<file path="config.mk">
export PLATFORM = sky130hd
export DESIGN_NAME = tns_dec_seq_flat
export DESIGN_NICKNAME = d
export VERILOG_FILES = /design/src/rtl/tns_dec_seq_if.sv /design/src/rtl/tns_dec_seq.sv /design/src/flat_wrapper.sv
export SDC_FILE = /design/constraint.sdc
export NUM_CORES = 1
export LEC_CHECK = 0
export BUFFER_PORTS_ARGS = -buffer_cell sky130_fd_sc_hd__buf_2
export CAP_MARGIN = 20
export CORE_MARGIN = 3
export CORE_UTILIZATION = 45
export CTS_BUF_LIST = sky130_fd_sc_hd__clkbuf_2 sky130_fd_sc_hd__clkbuf_4 sky130_fd_sc_hd__clkbuf_8
export DETAILED_ROUTE_END_ITERATION = 10
export PLACE_DENSITY = 0.65
export SLEW_MARGIN = 20
export SYNTH_ARGS = -nofsm -noshare
export SYNTH_HDL_FRONTEND = slang
export SYNTH_SLANG_ARGS = --single-unit
</file>
<file path="constraint.sdc">
create_clock -name clk -period 8.2 [get_ports clk]
set_input_delay 1.64 -clock clk [delete_from_list [all_inputs] [get_ports clk]]
set_output_delay 1.64 -clock clk [all_outputs]
set_load 0.1 [all_outputs]
</file>
<file path="src/rtl/tns_dec_seq_if.sv">
// Handshake bundle for tns_dec_seq: codeword in, decoded value and overflow out.
// master = surrounding lane logic, slave = the decoder.
interface tns_dec_seq_if #(
    parameter int unsigned CW = 28,
    parameter int unsigned DW = 20
) ();
    logic          in_valid;
    logic          in_ready;
    logic [CW-1:0] codein;
    logic          out_valid;
    logic          out_ready;
    logic [DW-1:0] dataout;
    logic          ovf;

    modport master (
        output in_valid, codein, out_ready,
        input  in_ready, out_valid, dataout, ovf
    );

    modport slave (
        input  in_valid, codein, out_ready,
        output in_ready, out_valid, dataout, ovf
    );
endinterface

</file>
<file path="src/rtl/tns_dec_seq.sv">
// Multi-cycle weighted-numeral decoder: sums per-bit weights of a CW-bit codeword,
// LANES bits per clock, with a sticky overflow flag.
module tns_dec_seq #(
    parameter int unsigned      CW          = 28,
    parameter int unsigned      DW          = 20,
    parameter int unsigned      LANES       = 4,
    parameter int unsigned      WEIGHT_MODE = 0,
    parameter logic [CW*DW-1:0] WEIGHTS     = '0
) (
    input logic         clk,
    input logic         rst_n,
    tns_dec_seq_if.slave bus
);

    localparam int unsigned STEPS = (CW + LANES - 1) / LANES;
    localparam int unsigned PAD   = STEPS * LANES;
    localparam int unsigned CNT_W = $clog2(STEPS) + 1;
    localparam int unsigned SUM_W = DW + $clog2(LANES + 1);

    // Weight table padded to a whole number of lane groups; pad entries are zero.
    function automatic logic [PAD*DW-1:0] gen_weights();
        logic [PAD*DW-1:0] tab;
        logic [DW-1:0]     fa;
        logic [DW-1:0]     fb;
        logic [DW-1:0]     ft;
        tab = '0;
        fa  = DW'(1);
        fb  = DW'(1);
        for (int i = 0; i < int'(CW); i++) begin
            if (WEIGHT_MODE == 0) begin
                tab[i*DW +: DW] = fb;
            end else if (WEIGHT_MODE == 1) begin
                tab[i*DW +: DW] = WEIGHTS[i*DW +: DW];
            end else begin
                tab[i*DW +: DW] = DW'(1) << i;
            end
            ft = fa + fb;
            fa = fb;
            fb = ft;
        end
        return tab;
    endfunction

    localparam logic [PAD*DW-1:0] WTAB = gen_weights();

    typedef enum logic [1:0] {StIdle, StRun, StDone} state_e;

    state_e             state_q, state_d;
    logic [PAD-1:0]     cw_q, cw_d;
    logic [CNT_W-1:0]   cnt_q, cnt_d;
    logic [DW-1:0]      acc_q, acc_d;
    logic               carry_q, carry_d;

    logic [LANES-1:0]    lane_bits;
    logic [LANES*DW-1:0] lane_wts;
    logic [SUM_W-1:0]    sum;
    int unsigned         base;

    always_comb begin
        base      = 32'(cnt_q) * LANES;
        lane_bits = cw_q[base +: LANES];
        lane_wts  = WTAB[base*DW +: LANES*DW];
        sum       = SUM_W'(acc_q);
        for (int j = 0; j < int'(LANES); j++) begin
            if (lane_bits[j]) begin
                sum = sum + SUM_W'(lane_wts[j*DW +: DW]);
            end
        end
    end

    always_comb begin
        state_d = state_q;
        cw_d    = cw_q;
        cnt_d   = cnt_q;
        acc_d   = acc_q;
        carry_d = carry_q;
        unique case (state_q)
            StIdle: begin
                if (bus.in_valid) begin
                    cw_d    = PAD'(bus.codein);
                    cnt_d   = '0;
                    acc_d   = '0;
                    carry_d = 1'b0;
                    state_d = StRun;
                end
            end
            StRun: begin
                acc_d = sum[DW-1:0];
                if (|sum[SUM_W-1:DW]) begin
                    carry_d = 1'b1;
                end
                cnt_d = cnt_q + CNT_W'(1);
                if (cnt_q == CNT_W'(STEPS - 1)) begin
                    state_d = StDone;
                end
            end
            StDone: begin
                if (bus.out_ready) begin
                    state_d = StIdle;
                end
            end
            default: state_d = StIdle;
        endcase
    end

    always_ff @(posedge clk or negedge rst_n) begin
        if (!rst_n) begin
            state_q <= StIdle;
            cw_q    <= '0;
            cnt_q   <= '0;
            acc_q   <= '0;
            carry_q <= 1'b0;
        end else begin
            state_q <= state_d;
            cw_q    <= cw_d;
            cnt_q   <= cnt_d;
            acc_q   <= acc_d;
            carry_q <= carry_d;
        end
    end

    // Handshake outputs come straight from state: no out_ready -> in_ready path.
    assign bus.in_ready  = (state_q == StIdle);
    assign bus.out_valid = (state_q == StDone);
    assign bus.dataout   = acc_q;
    assign bus.ovf       = carry_q;

endmodule

</file>
<file path="src/flat_wrapper.sv">
// flat-port wrapper written by rule: the top's interface ports become plain ports
module tns_dec_seq_flat 
#(
    parameter int unsigned      CW          = 28,
    parameter int unsigned      DW          = 20,
    parameter int unsigned      LANES       = 4,
    parameter int unsigned      WEIGHT_MODE = 0,
    parameter logic [CW*DW-1:0] WEIGHTS     = '0
)
  (clk, rst_n, bus_in_valid, bus_codein, bus_out_ready, bus_in_ready, bus_out_valid, bus_dataout, bus_ovf);
  tns_dec_seq_if #(.CW(CW), .DW(DW)) bus_i ();
  input logic clk;
  input logic rst_n;
  input wire logic [$bits(bus_i.in_valid)-1:0] bus_in_valid;
  input wire logic [$bits(bus_i.codein)-1:0] bus_codein;
  input wire logic [$bits(bus_i.out_ready)-1:0] bus_out_ready;
  output wire logic [$bits(bus_i.in_ready)-1:0] bus_in_ready;
  output wire logic [$bits(bus_i.out_valid)-1:0] bus_out_valid;
  output wire logic [$bits(bus_i.dataout)-1:0] bus_dataout;
  output wire logic [$bits(bus_i.ovf)-1:0] bus_ovf;
  assign bus_i.in_valid = bus_in_valid;
  assign bus_i.codein = bus_codein;
  assign bus_i.out_ready = bus_out_ready;
  assign bus_in_ready = bus_i.in_ready;
  assign bus_out_valid = bus_i.out_valid;
  assign bus_dataout = bus_i.dataout;
  assign bus_ovf = bus_i.ovf;
  tns_dec_seq #(.CW(CW), .DW(DW), .LANES(LANES), .WEIGHT_MODE(WEIGHT_MODE), .WEIGHTS(WEIGHTS)) u_core (.clk(clk), .rst_n(rst_n), .bus(bus_i));
endmodule
</file>
# --- Yosys cells after proc, flatten, opt, wreduce, memory -nomap -nowiden ---
# Index checks and enable logic that the tools add are counted.
totals:
  register_bits: 55
  word_cells: 42
  mem_bits_ro: 0
  latch_bits: 0
  mem_bits_rw: 0
  mem_count: 0
  input_bits: 32
  output_inout_bits: 23
classes:
  n_shift: 2
  eq_ne: 7
  n_bitwise: 0
  order_cmp: 0
  mul: 1
  muxes: 15
  div_mod_pow: 0
  addsub: 5
  reduce_logical: 7
op_table:
  columns: ["op", "count"]
  rows:
  - ["$shiftx 560x13->80 const A", 1]
  - ["$mux 23", 4]
  - ["$add 23x20->23", 3]
  - ["$pmux 20 s2", 1]
  - ["$shiftx 28x7->4", 1]
  - ["$add 20x20->21", 1]
  - ["$mux 20", 1]
  - ["$pmux 4 s2", 1]
  - ["$mul 4x3->7 const B", 1]
  - ["$mux 2", 3]
  - ["$pmux 2 s3", 1]
  - ["$reduce_and 3->1", 2]
  - ["$add 4x1->4 const B", 1]
  - ["$eq 4x3->1 const B", 1]
  - ["$mux 4", 1]
  - ["$ne 2x1->1 const B", 2]
  - ["$ne 2x2->1 const B", 2]
  - ["$reduce_and 2->1", 2]
  - ["$reduce_or 3->1", 1]
  - ["$eq 2x1->1 const B", 1]
  - ["$eq 2x2->1 const B", 1]
  - ["$logic_not 2->1", 1]
  - ["$mux 1", 2]
  - ["$pmux 1 s2", 1]
  - ["$reduce_bool 2->1", 1]

# --- Depth between registers and ports, before layout ---
logic_depth:
  word_depth: 13
  mapped_depth: 41

# --- Least setup slack after synthesis ---
# Ideal clock, no wire load.
synth_path:
  path_kind: "register to register"
  startpoint: "reg u_core.cnt_q[1]"
  endpoint: "reg u_core.carry_q (netlist: u_core.bus.ovf)"
  arrival_time_ns: 7.843
  stages_incl_launch_ff: 40
  required_time_ns: 8.080
  slack_ns: 0.237
  n_path_buf: 1
  cell_sequence: "dfrtp_1 -> buf_4 -> clkinv_1 -> ha_1 -> nand2_1 -> a21oi_1 -> ha_1 -> fa_1 -> a21o_1 -> o21a_1 -> a211o_1 -> a21oi_1 -> nor2b_1 -> xnor2_1 -> o21ai_0 -> ha_1 -> a21o_1 -> a21o_1 -> [... 4 more ...] -> xor2_1 -> mux2_2 -> ha_1 -> a21oi_1 -> o21ai_0 -> o21bai_1 -> o31ai_1 -> nand2b_1 -> xor2_1 -> ha_1 -> nand2_1 -> or3_1 -> o21ai_0 -> a21o_1 -> a21o_1 -> nand2_1 -> or4_1 -> a31o_1"
synth_via:
  elab_chain_len: 13
  elab_cells_between_ends: 14
synth_lines:
  columns: ["element", "line", "text"]
  rows:
  - ["start: declaration", "tns_dec_seq.sv:50", "logic [CNT_W-1:0] cnt_q, cnt_d;"]
  - ["start signal: assignment", "tns_dec_seq.sv:116", "cnt_q <= cnt_d;"]
  - ["$mul 4x3->7", "tns_dec_seq.sv:62", "lane_wts = WTAB[base*DW +: LANES*DW];"]
  - ["$shiftx 560x13->80", "tns_dec_seq.sv:62", null]
  - ["$add 20x20->21", "tns_dec_seq.sv:66", "sum = sum + SUM_W'(lane_wts[j*DW +: DW]);"]
  - ["$mux 23", "tns_dec_seq.sv:65", "if (lane_bits[j]) begin"]
  - ["$add 23x20->23", "tns_dec_seq.sv:66", null]
  - ["$mux 23", "tns_dec_seq.sv:65", null]
  - ["$add 23x20->23", "tns_dec_seq.sv:66", null]
  - ["$mux 23", "tns_dec_seq.sv:65", null]
  - ["$add 23x20->23", "tns_dec_seq.sv:66", null]
  - ["$mux 23 (*)", "tns_dec_seq.sv:65", null]
  - ["$reduce_or 3->1 (*)", "tns_dec_seq.sv:89", "if (|sum[SUM_W-1:DW]) begin"]
  - ["$ne 2x1->1 (no source line) (*)", null, null]
  - ["$reduce_and 3->1 (no source line) (*)", null, null]
  - ["end signal: assignment", "tns_dec_seq.sv:118", "carry_q <= carry_d;"]
  - ["end: declaration", "tns_dec_seq.sv:52", "logic carry_q, carry_d;"]
# Mark *: on every way between the ends. The rest lies on a longest branch, timed or not.
# A chain may end at the register's enable or synchronous reset.

# --- Worst setup path in the final report ---
# Same ends and word-level chain as after synthesis.

==> impl_metrics.ini <==
[final_layout]
syn2layout_area_growth_pct = 11.8
nets = 1037
fillers = 1430
n_antenna_cell = 0
drive_above_1_share = 0.174
mostFrequentLayoutCell = nand2_1
instances_no_fill = 1108
layout_common_cells = nand2_1, ha_1, a21oi_1, nor2_1, dfrtp_1

[floorplanning]
die_area_um2 = 16800
core_um2 = 14700
fp.dieW_um = 129
initial_core_util = 0.467
die_h_um = 129
row_count = 44
io_pins = 55

[route]
first_iter_violations = 420
dr.pass1.iters = 5
vias = 6403
drc = 0
wl_per_cell_um = 17.2
drtAntennaViolNets = 0
routed_via_density = 5.78
drt-total-wl_mm = 19.1

[place]
place.gp.congestion = 0.928
place_hpwl_mm = 14.9
numPortBuffers = 54
dp.cells = 1097

[grt]
grt_pass1_vias = 6004
grt_pass1_wl_mm = 30.1
antenna_found_initial = 0
grt_max_degree = 56
grt_usage = 0.224
gr-total-overflow = 0

[timing]
fmax_mhz = 129
setup-violations-final = 0
maxSlewViolCount = 0
max_slew.worst_pin.slew_ns = 1.06
fin_crit_sh = 0.947
post-route-min-period_ns = 7.76
max_slew_margin = 0.295
finalHoldViolations = 0
skew_ns = 0.00737

[cts]
clkLatencyLatePin_ns = 0.32
clkSlewWorstSetupHoldPaths_ns = 0.11
h-tree-depth = 2
tritoncts = yes
numCtsBuffers = 5
clockBufferDepth = 2
cts.sinks = 55
cts_root_buf = clkbuf_8

[worst_setup_path]
slowest_stage = or4_1
startpoint = u_core.cnt_q[1]
crit_path_end_kind = flip-flop
cp.required_ns = 8.42
slowest_delay_ns = 0.47
cp_data_arrival_time_ns = 7.98
critPathLaunchType = flip-flop
worstSetupEndpoint = u_core.bus.ovf
rr_endpoint = u_core.bus.ovf
r2r_start = u_core.cnt_q[1]
worstRegToRegCells = 36
worstPathMaxFanout = 5
path_class = flip-flop to flip-flop
ff2ff_setup_slack_ns = 0.44

[synthesis]
yosys_warnings = 0
synth_edf_count = 0
ys_ff_latch = 55
syn_nets = 984
syn_inst = 870
synth_top_cell_area_share = 0.201
syn_avg_cell_area_um2 = 7.89
yosysTopAreaCell = dfrtp_1
ys_types = 72
async_reset_ff_frac = 1.00
synth_ff_type = dfrtp_1
ys_seq_area_frac = 0.201
ys_top_cells_by_area = dfrtp_1, ha_1, nand2_1
syn-cell-area_um2 = 6860

[outcome]
status = finished, final reports clean

[run]
maxCapViolCount = 0

[min_path]
hp-class = flip-flop to flip-flop
hold_start = u_core.cw_q[24]
[sequential cells by signal, indices dropped and copies added (netlist names)]
signal / cells
u_core.bus.dataout: 20
u_core.bus.ovf: 1
u_core.state_q: 2
u_core.cw_q: 28
u_core.cnt_q: 4
[repair_timing]
item                       4_1_cts  5_1_grt
gates resized for setup          4       35
buffers inserted                 0        3
hold buffers                     0        0
pin swaps                        0       10
setup endpoints to repair        1        5
[cells in the mapped netlist (3+ instances only)]
cell type,count
o211a_1,3
inv_1,20
a21oi_1,70
mux2i_1,13
a31oi_1,8
a211o_1,6
clkbuf_1,27
nor2b_1,12
nand2b_1,13
mux2_2,25
a2111oi_0,3
fa_1,4
and2_1,8
o211ai_1,9
a21o_1,31
ha_1,78
o31ai_1,8
dfrtp_1,55
nand3_1,7
xnor2_1,41
or3_1,4
o21a_1,10
nand3b_1,4
or2_2,7
xor2_1,22
o21ai_0,50
nor3_1,15
nor2_1,62
nand2_1,160
o311ai_0,5
and3_1,7
o21bai_1,7
a211oi_1,13
a22o_1,8
nand4_1,7
[cell families after synthesis]
logic type	count (synthesis)	synth area share
compound gates	257	0.250
buf+inv	56	0.0337
flops	55	0.201
simple gates	314	0.204
mux	42	0.0726
fa+ha+maj	82	0.154
xor+xnor	64	0.0844
[metal layers]
metal,share of wire,track usage,vias to the layer above
met5,0,0,-
met4,0.018,0.0611,0
met3,0.047,0.0214,25
met2,0.45,0.366,157
met1,0.49,0.318,2963
li1,-,-,3258
[layout make-up]
class	instances	area (um^2)	share of cell area
clock buffer	5	68.8	0.00897
clock inverter	3	22.5	0.00294
inverter	22	82.6	0.0108
multi-input combinational	759	5430	0.707
sequential	55	1380	0.179
tap	184	230	0.0300
timing repair buffer	80	465	0.0607
[through the flow]
stage / setup slack (ns) / utilization / hold slack, ns / area, um^2 / setup TNS [ns]
5_1_grt: -0.0526 / 0.522 / 0.510 / 7670 / -0.0526
3_3_place_gp: 0.0749 / 0.504 / 0.454 / 7400 / 0
2_1_floorplan: 0.237 / - / 0.437 / 6860 / 0
4_1_cts: 0.00482 / 0.511 / 0.488 / 7520 / 0
6_report: 0.437 / 0.522 / 0.490 / 7670 / 0
3_5_place_dp: -0.0430 / 0.504 / 0.461 / 7400 / -0.0430
[critical path, delay by kind of cell, from the launching register on]
kind,cells,cell delay [ns]
fa+ha+maj,6,1.99
xor+xnor,1,0.12
compound gates,18,3.32
buf+inv,1,0.09
flops,1,0.38
simple gates,10,1.78
[worst min path at each step]
| stage | cells after the start | end | slack (ns) |
|---|---|---|---|
| after floorplan | 2 | u_core.cw_q[11] | 0.44 |
| after global placement | 2 | u_core.cw_q[23] | 0.45 |
| after detailed placement | 2 | u_core.cw_q[19] | 0.46 |
| after CTS | 2 | u_core.cw_q[19] | 0.49 |
| after global routing | 2 | u_core.cw_q[2] | 0.51 |
| final | 2 | u_core.cw_q[24] | 0.49 |
Power is not shown: default switching activity piles up to over one toggle a cycle in this logic, so the estimate is an artifact.
